`src/rtl/calc_job_dispatcher.sv`:
```
// Operand FIFO plus start/busy sequencer feeding the square-plus-cube-root unit.
// Results come back out on a valid/ready port, strictly in submission order.
module calc_job_dispatcher #(
    parameter int DEPTH = 4,
    parameter int A_W   = 8,
    parameter int B_W   = 8,
    parameter int R_W   = 16
) (
    input  logic                   clk_i,
    input  logic                   rst_i,
    input  logic                   in_valid_i,
    output logic                   in_ready_o,
    input  logic [A_W-1:0]         in_a_i,
    input  logic [B_W-1:0]         in_b_i,
    output logic                   start_o,
    output logic [A_W-1:0]         a_bo,
    output logic [B_W-1:0]         b_bo,
    input  logic                   busy_i,
    input  logic [R_W-1:0]         result_i,
    output logic                   out_valid_o,
    input  logic                   out_ready_i,
    output logic [R_W-1:0]         out_result_o,
    output logic [$clog2(DEPTH):0] count_o
);

    localparam int PTR_W = $clog2(DEPTH);
    localparam int CNT_W = PTR_W + 1;

    typedef enum logic [1:0] {IDLE, ISSUE, WAIT_BUSY, WAIT_DONE} state_t;

    state_t             state, state_next;
    logic [PTR_W-1:0]   wr_ptr, rd_ptr;
    logic [A_W+B_W-1:0] mem [DEPTH];
    logic [1:0]         wait_cnt;
    logic               push, pop, capture, out_free;

    assign in_ready_o = (count_o != CNT_W'(DEPTH));
    assign push       = in_valid_i && in_ready_o;
    // The output slot counts as free in the cycle its handshake completes.
    assign out_free   = !out_valid_o || out_ready_i;
    assign start_o    = (state == ISSUE);

    // NOTE: every signal gets a default before the case so no latch is inferred.
    always_comb begin
        state_next = state;
        pop        = 1'b0;
        capture    = 1'b0;
        case (state)
            IDLE: begin
                if (count_o != '0 && !busy_i && out_free) begin
                    pop        = 1'b1;
                    state_next = ISSUE;
                end
            end
            ISSUE:     state_next = WAIT_BUSY;
            WAIT_BUSY: begin
                if (busy_i)                state_next = WAIT_DONE;
                else if (wait_cnt == 2'd3) state_next = ISSUE;
            end
            WAIT_DONE: begin
                if (!busy_i) begin
                    capture    = 1'b1;
                    state_next = IDLE;
                end
            end
            default:   state_next = IDLE;
        endcase
    end

    // NOTE: storage is not reset; pointers and count alone define which entries are live.
    always_ff @(posedge clk_i) begin
        if (push) mem[wr_ptr] <= {in_a_i, in_b_i};
    end

    always_ff @(posedge clk_i or negedge rst_i) begin
        if (!rst_i) begin
            state        <= IDLE;
            wr_ptr       <= '0;
            rd_ptr       <= '0;
            count_o      <= '0;
            wait_cnt     <= '0;
            a_bo         <= '0;
            b_bo         <= '0;
            out_valid_o  <= 1'b0;
            out_result_o <= '0;
        end else begin
            state <= state_next;
            if (push) wr_ptr <= wr_ptr + PTR_W'(1);
            if (pop) begin
                rd_ptr       <= rd_ptr + PTR_W'(1);
                {a_bo, b_bo} <= mem[rd_ptr];
            end
            case ({push, pop})
                2'b10:   count_o <= count_o + CNT_W'(1);
                2'b01:   count_o <= count_o - CNT_W'(1);
                default: count_o <= count_o;
            endcase
            // Watchdog: counts idle cycles after a start the unit failed to pick up.
            if (state != WAIT_BUSY)  wait_cnt <= '0;
            else if (!busy_i)        wait_cnt <= wait_cnt + 2'd1;
            if (capture) begin
                out_valid_o  <= 1'b1;
                out_result_o <= result_i;
            end else if (out_valid_o && out_ready_i) begin
                out_valid_o  <= 1'b0;
            end
        end
    end

endmodule

```
`config.mk`:
```
export PLATFORM = sky130hd
export DESIGN_NAME = calc_job_dispatcher
export DESIGN_NICKNAME = d
export VERILOG_FILES = /design/src/rtl/calc_job_dispatcher.sv
export SDC_FILE = /design/constraint.sdc
export NUM_CORES = 1
export LEC_CHECK = 0
export ABC_AREA = 1
export BUFFER_PORTS_ARGS = -buffer_cell sky130_fd_sc_hd__clkbuf_2
export CAP_MARGIN = 10
export CORE_MARGIN = 2
export CORE_UTILIZATION = 35
export DETAILED_ROUTE_END_ITERATION = 12
export HOLD_SLACK_MARGIN = 0.03
export SLEW_MARGIN = 20
export SYNTH_ARGS = -nofsm -noshare
export SYNTH_HDL_FRONTEND = slang
export SYNTH_SLANG_ARGS = --single-unit
```
`constraint.sdc`:
```
create_clock -name clk_i -period 2.75 [get_ports clk_i]
set_clock_uncertainty 0.2 [all_clocks]
set_input_delay 0.825 -clock clk_i [delete_from_list [all_inputs] [get_ports clk_i]]
set_output_delay 0.825 -clock clk_i [all_outputs]
set_load 0.01 [all_outputs]
```
-- After elaboration in Yosys (flattened, before gate mapping)
Memory sizes are Yosys's and may differ from the RTL's. A register that Yosys moved wholly into a read port is not among the register bits.
Index checks and enable logic that the tools add are counted.
- output and inout bits: 38
- flip-flop bits (word level): 28
- memories: 1
- logic and storage cells: 54
- RAM bits: 64
- memory list (name ; depth ; width ; rd ports ; clocked after Yosys merged registers in ; write ports ; RTL line ; RTL):
    mem ; 4 ; 16 ; 1 ; 1 ; 1 ; 33 ; logic [A_W+B_W-1:0] mem [DEPTH];
- reductions and logical operators: 13
- $add $sub $neg: 5
- equality and inequality tests: 12
- multiplexer cells: 16
- operators with widths (kind ; number):
    $mux 2 ; 6
    $eq 2x2->1 const B ; 4
    $mux 1 ; 8
    $pmux 2 s4 ; 1
    $add 2x1->2 const B ; 3
    $ne 2x2->1 const B ; 3
    $ne 3x3->1 const B ; 2
    $pmux 3 s2 ; 1
    $eq 2x1->1 const B ; 2
    $logic_and 1x1->1 ; 4
    $reduce_bool 2->1 ; 2
    $add 3x1->3 const B ; 1
    $logic_not 1->1 ; 3
    $reduce_and 3->1 ; 1
    $reduce_bool 3->1 ; 1
    $sub 3x1->3 const B ; 1
    $logic_not 2->1 ; 1
    $ne 2x1->1 const B ; 1
    $logic_or 1x1->1 ; 1

-- Logic depth before layout (Yosys ltp)
- depth after elaboration: 7
- mapped depth: 13
- mapped depth without buffers: 12

-- Worst setup path before layout
Ideal clock, no wire load.
- path kind: input -> register
- start point: input out_ready_i
- end point: register count_o[2]
- library setup time: 131 ps
- data arrival time: 2339 ps
- stages: 13
- setup slack: 80 ps
- buffers on the path: 1
- path through: inv_1 > a21oi_2 > nand2_2 > inv_8 > nand2_8 > buf_6 > inv_1 > ha_1 > inv_1 > fa_1 > a21oi_1 > o21ai_0 > xor2_1
- longest elaborated chain between the ends: 6
- elaborated cells between the ends (all ways): 8
- classes of those cells: eq/ne: 2; mux: 3; reduce/logical: 3
- ends and longest elaborated chain (what ; RTL line ; RTL):
    from (decl) ; 21 ; input logic out_ready_i,
    $logic_or 1x1->1 * ; 40 ; assign out_free = !out_valid_o || out_ready_i;
    $logic_and 1x1->1 * ; 50 ; if (count_o != '0 && !busy_i && out_free) begin
    $mux 1 * ; 50 ;
    $mux 1 * ; 48 ; case (state)
    named net pop ; 35 ; logic push, pop, capture, out_free;
    $eq 2x1->1 or $eq 2x2->1 (tied branches) ; 93 ; case ({push, pop})
    $pmux 3 s2 or $reduce_bool 2->1 (tied branches) ; n/a ;
    to (signal assigned) ; 94 ; 2'b10: count_o <= count_o + CNT_W'(1);
    to (signal assigned) ; 95 ; 2'b01: count_o <= count_o - CNT_W'(1);
    to (signal assigned) ; 96 ; default: count_o <= count_o;
    to (decl) ; 23 ; output logic [$clog2(DEPTH):0] count_o
The timed path passes the listed nets; every way through them passes the cells marked *.
A chain may end at the register's enable or synchronous reset.

-- Worst setup path after layout
Same ends and word-level chain as after synthesis.

==> results.json <==
{
  "power_density_nw_per_um2": 1030,
  "required_ns": 2.77,
  "max_freq_mhz": 432,
  "io_pins": 75,
  "nets": 593,
  "fin_crit_ns": 2.31,
  "worstMarginPinSlew_ns": 0.595,
  "clk_latency_ns": 0.35,
  "grt_max_degree": 45,
  "worstSetupPathType": "input port to register",
  "final_common_cell": "nand2_1",
  "rsz0062_at_grt": "no",
  "p_leak_uw": 0.00279,
  "die_w_um": 121,
  "final.setup.tns_ns": 0,
  "crit_path_max_incr_delay_ns": 0.37,
  "crit_buf_inv": 5,
  "overflow": 0,
  "crit_path_cell_trace": "clkbuf_2 -> inv_1 -> a21oi_2 -> nand2_2 -> inv_8 -> nand2_8 -> inv_1 -> ha_1 -> inv_1 -> fa_1 -> a21oi_1 -> o21ai_0 -> xor2_1",
  "grt_pass1_wl_um": 15100,
  "vias": 3182,
  "die_h_um": 121,
  "grt_usage_pct": 13.4,
  "grt_pass1_vias": 3072,
  "synth_nets": 514,
  "crit_fanout": 3,
  "syn_to_final_growth_pct": 17.4,
  "cts_tree": "done",
  "multiInputGateArea_um2": 1210,
  "drt-pass1-iter-count": 5,
  "gp_congestion": 0.745,
  "rr_startpoint": "out_valid_o",
  "ir_drop_uv": 363,
  "synth-seq-cells": 108,
  "maxCapViolCount": 0,
  "finalWirelength_um": 9470,
  "yosysWarningCount": 0,
  "holdCritPathClass": "register to register",
  "synthCells": 470,
  "postCtsHoldBufs": 0,
  "clk_pin_slew_worst_paths_ns": 0.07,
  "yosysSeqAreaShare_pct": 63.5,
  "cp.depth": 13,
  "fin_crit_sh_pct": 84.1,
  "clkSinkCount": 108,
  "final-seq-area_um2": 3020,
  "placed_cells": 714,
  "postCtsSetupRepairBufs": 0,
  "antenna_left": 0,
  "finalHoldViolations": 0,
  "initial_core_util_pct": 35.9,
  "via_per_inst": 4.36,
  "syn_area_per_cell_um2": 10.1,
  "status": "completed",
  "syn_area_um2": 4760,
  "portBuffers": 74,
  "timing.critical_path.mode_cell": "inv_1",
  "min_path_cells": 2,
  "arrival_ns": 2.33,
  "placed_area_um2": 5290,
  "final_cells": 730,
  "setup_viol": 0,
  "clockBufferDepth": 2,
  "yosysUniqueCellTypes": 25,
  "num_antenna_cells": 0,
  "h-tree-depth": 3,
  "hpwl_um": 6010,
  "antenna_found_initial": 0,
  "critPathTopFamily": "adder cells",
  "row_count": 42,
  "end_kind": "register",
  "cpMaxStageDelayCell": "fa_1",
  "cts_inserted_buffers": 9,
  "slew_headroom_pct": 60.3,
  "post_cts_resized": 0,
  "fill_cells": 1317,
  "slew_viol_final": 0,
  "drt_iter0_drc": 171,
  "design_area_um2": 5580,
  "min_from": "b_bo[0]",
  "core_um2": 13200,
  "worstSetupStartpoint": "out_ready_i",
  "reg2reg_depth": 11,
  "layout_common_cells": "nand2_1, inv_1, clkbuf_2",
  "cp-start-kind": "input port",
  "drive_gt1_share_pct": 22.4,
  "avgRoutedWirePerCell_um": 13.0,
  "drc_errors": 0,
  "die_area_um2": 14500,
  "cts-root-buf": "clkbuf_16"
}
## final timing paths
path,slack [ns],endpoint
setup / recovery,0.44,count_o[2]
hold / removal,0.27,b_bo[0]
max in group asynchronous,1.59,wait_cnt[1]
hold reg to reg,0.27,b_bo[0]
min in group asynchronous,0.37,b_bo[7]
setup reg to reg,0.62,count_o[2]
## metal layers
layer / global-route usage (%) / share of wire, %
met5: 0 / 0
met4: 5.38 / 0.97
met3: 3.68 / 6.0
met2: 22.2 / 48
met1: 16.7 / 45
## per-stage QoR
step                      total power, uW  hold slack [ns]  util (%)  setup WS, ns
after floorplan                      3960            0.283         -        0.0803
after global placement               4500            0.255      39.9        0.0953
after detailed placement             4570            0.259      39.9        0.0608
after CTS                            5850            0.276      42.2         0.440
after global routing                 6200            0.306      42.2         0.198
final                                5760            0.269      42.2         0.436
## flip-flops by register name (all words and copies together) (netlist names)
| register | flops |
|---|---|
| out_valid_o | 1 |
| out_result_o | 16 |
| a_bo | 8 |
| rd_ptr | 2 |
| mem | 64 |
| wr_ptr | 2 |
| wait_cnt | 2 |
| b_bo | 8 |
| count_o | 3 |
| state | 2 |
## layout make-up
| class | count | area share, % |
|---|---|---|
| inverters | 100 | 6.86 |
| flip-flops and latches | 108 | 54.1 |
| multi-input cells | 245 | 21.6 |
| clock inverters | 3 | 0.314 |
| well taps | 176 | 3.94 |
| repair buffers | 85 | 8.11 |
| clock buffers | 13 | 5.04 |
## cell families after synthesis
| group | count (synthesis) | share of synthesized area (%) |
|---|---|---|
| buffers and inverters | 117 | 11.1 |
| DFF | 108 | 63.5 |
| and+or+nand+nor | 210 | 20.0 |
| AOI/OAI and AO/OA | 24 | 2.60 |
| xor gates and xnor gates | 4 | 0.736 |
| adders and majority gates | 7 | 2.00 |
## cells in the mapped netlist
| cell | count | share of area [%] |
|---|---|---|
| xor2_1 | 3 | 0.55 |
| nand3_2 | 12 | 2.5 |
| nand2_8 | 1 | 0.42 |
| edfxtp_1 | 64 | 40 |
| buf_2 | 7 | 0.74 |
| a21oi_2 | 1 | 0.18 |
| ha_1 | 6 | 1.6 |
| nand3_1 | 43 | 4.5 |
| inv_8 | 1 | 0.24 |
| buf_6 | 3 | 0.71 |
| xnor2_1 | 1 | 0.18 |
| nand2_2 | 3 | 0.39 |
| inv_1 | 94 | 7.4 |
| o21ai_1 | 17 | 1.8 |
| dfrtp_1 | 44 | 23 |
| a21oi_1 | 3 | 0.32 |
| nand2_1 | 138 | 11 |
| nor2_1 | 11 | 0.87 |
| nand3b_1 | 1 | 0.16 |
| fa_1 | 1 | 0.42 |
| inv_2 | 5 | 0.39 |
| nor2_4 | 1 | 0.24 |
| buf_12 | 2 | 0.84 |
| buf_4 | 5 | 0.79 |
| o21ai_0 | 3 | 0.32 |
## worst min-delay path: stages (launching register included)
cell and delay, ns:
dfrtp_1 0.34, nand2_1 0.05, nand2_1 0.04
## where the power goes
| part | total [uW] | internal (uW) | switching, uW |
|---|---|---|---|
| clock network | 1270 | 716 | 550 |
| registers | 2450 | 2230 | 226 |
| logic | 2050 | 705 | 1340 |
(Power assumes the default switching activity.)
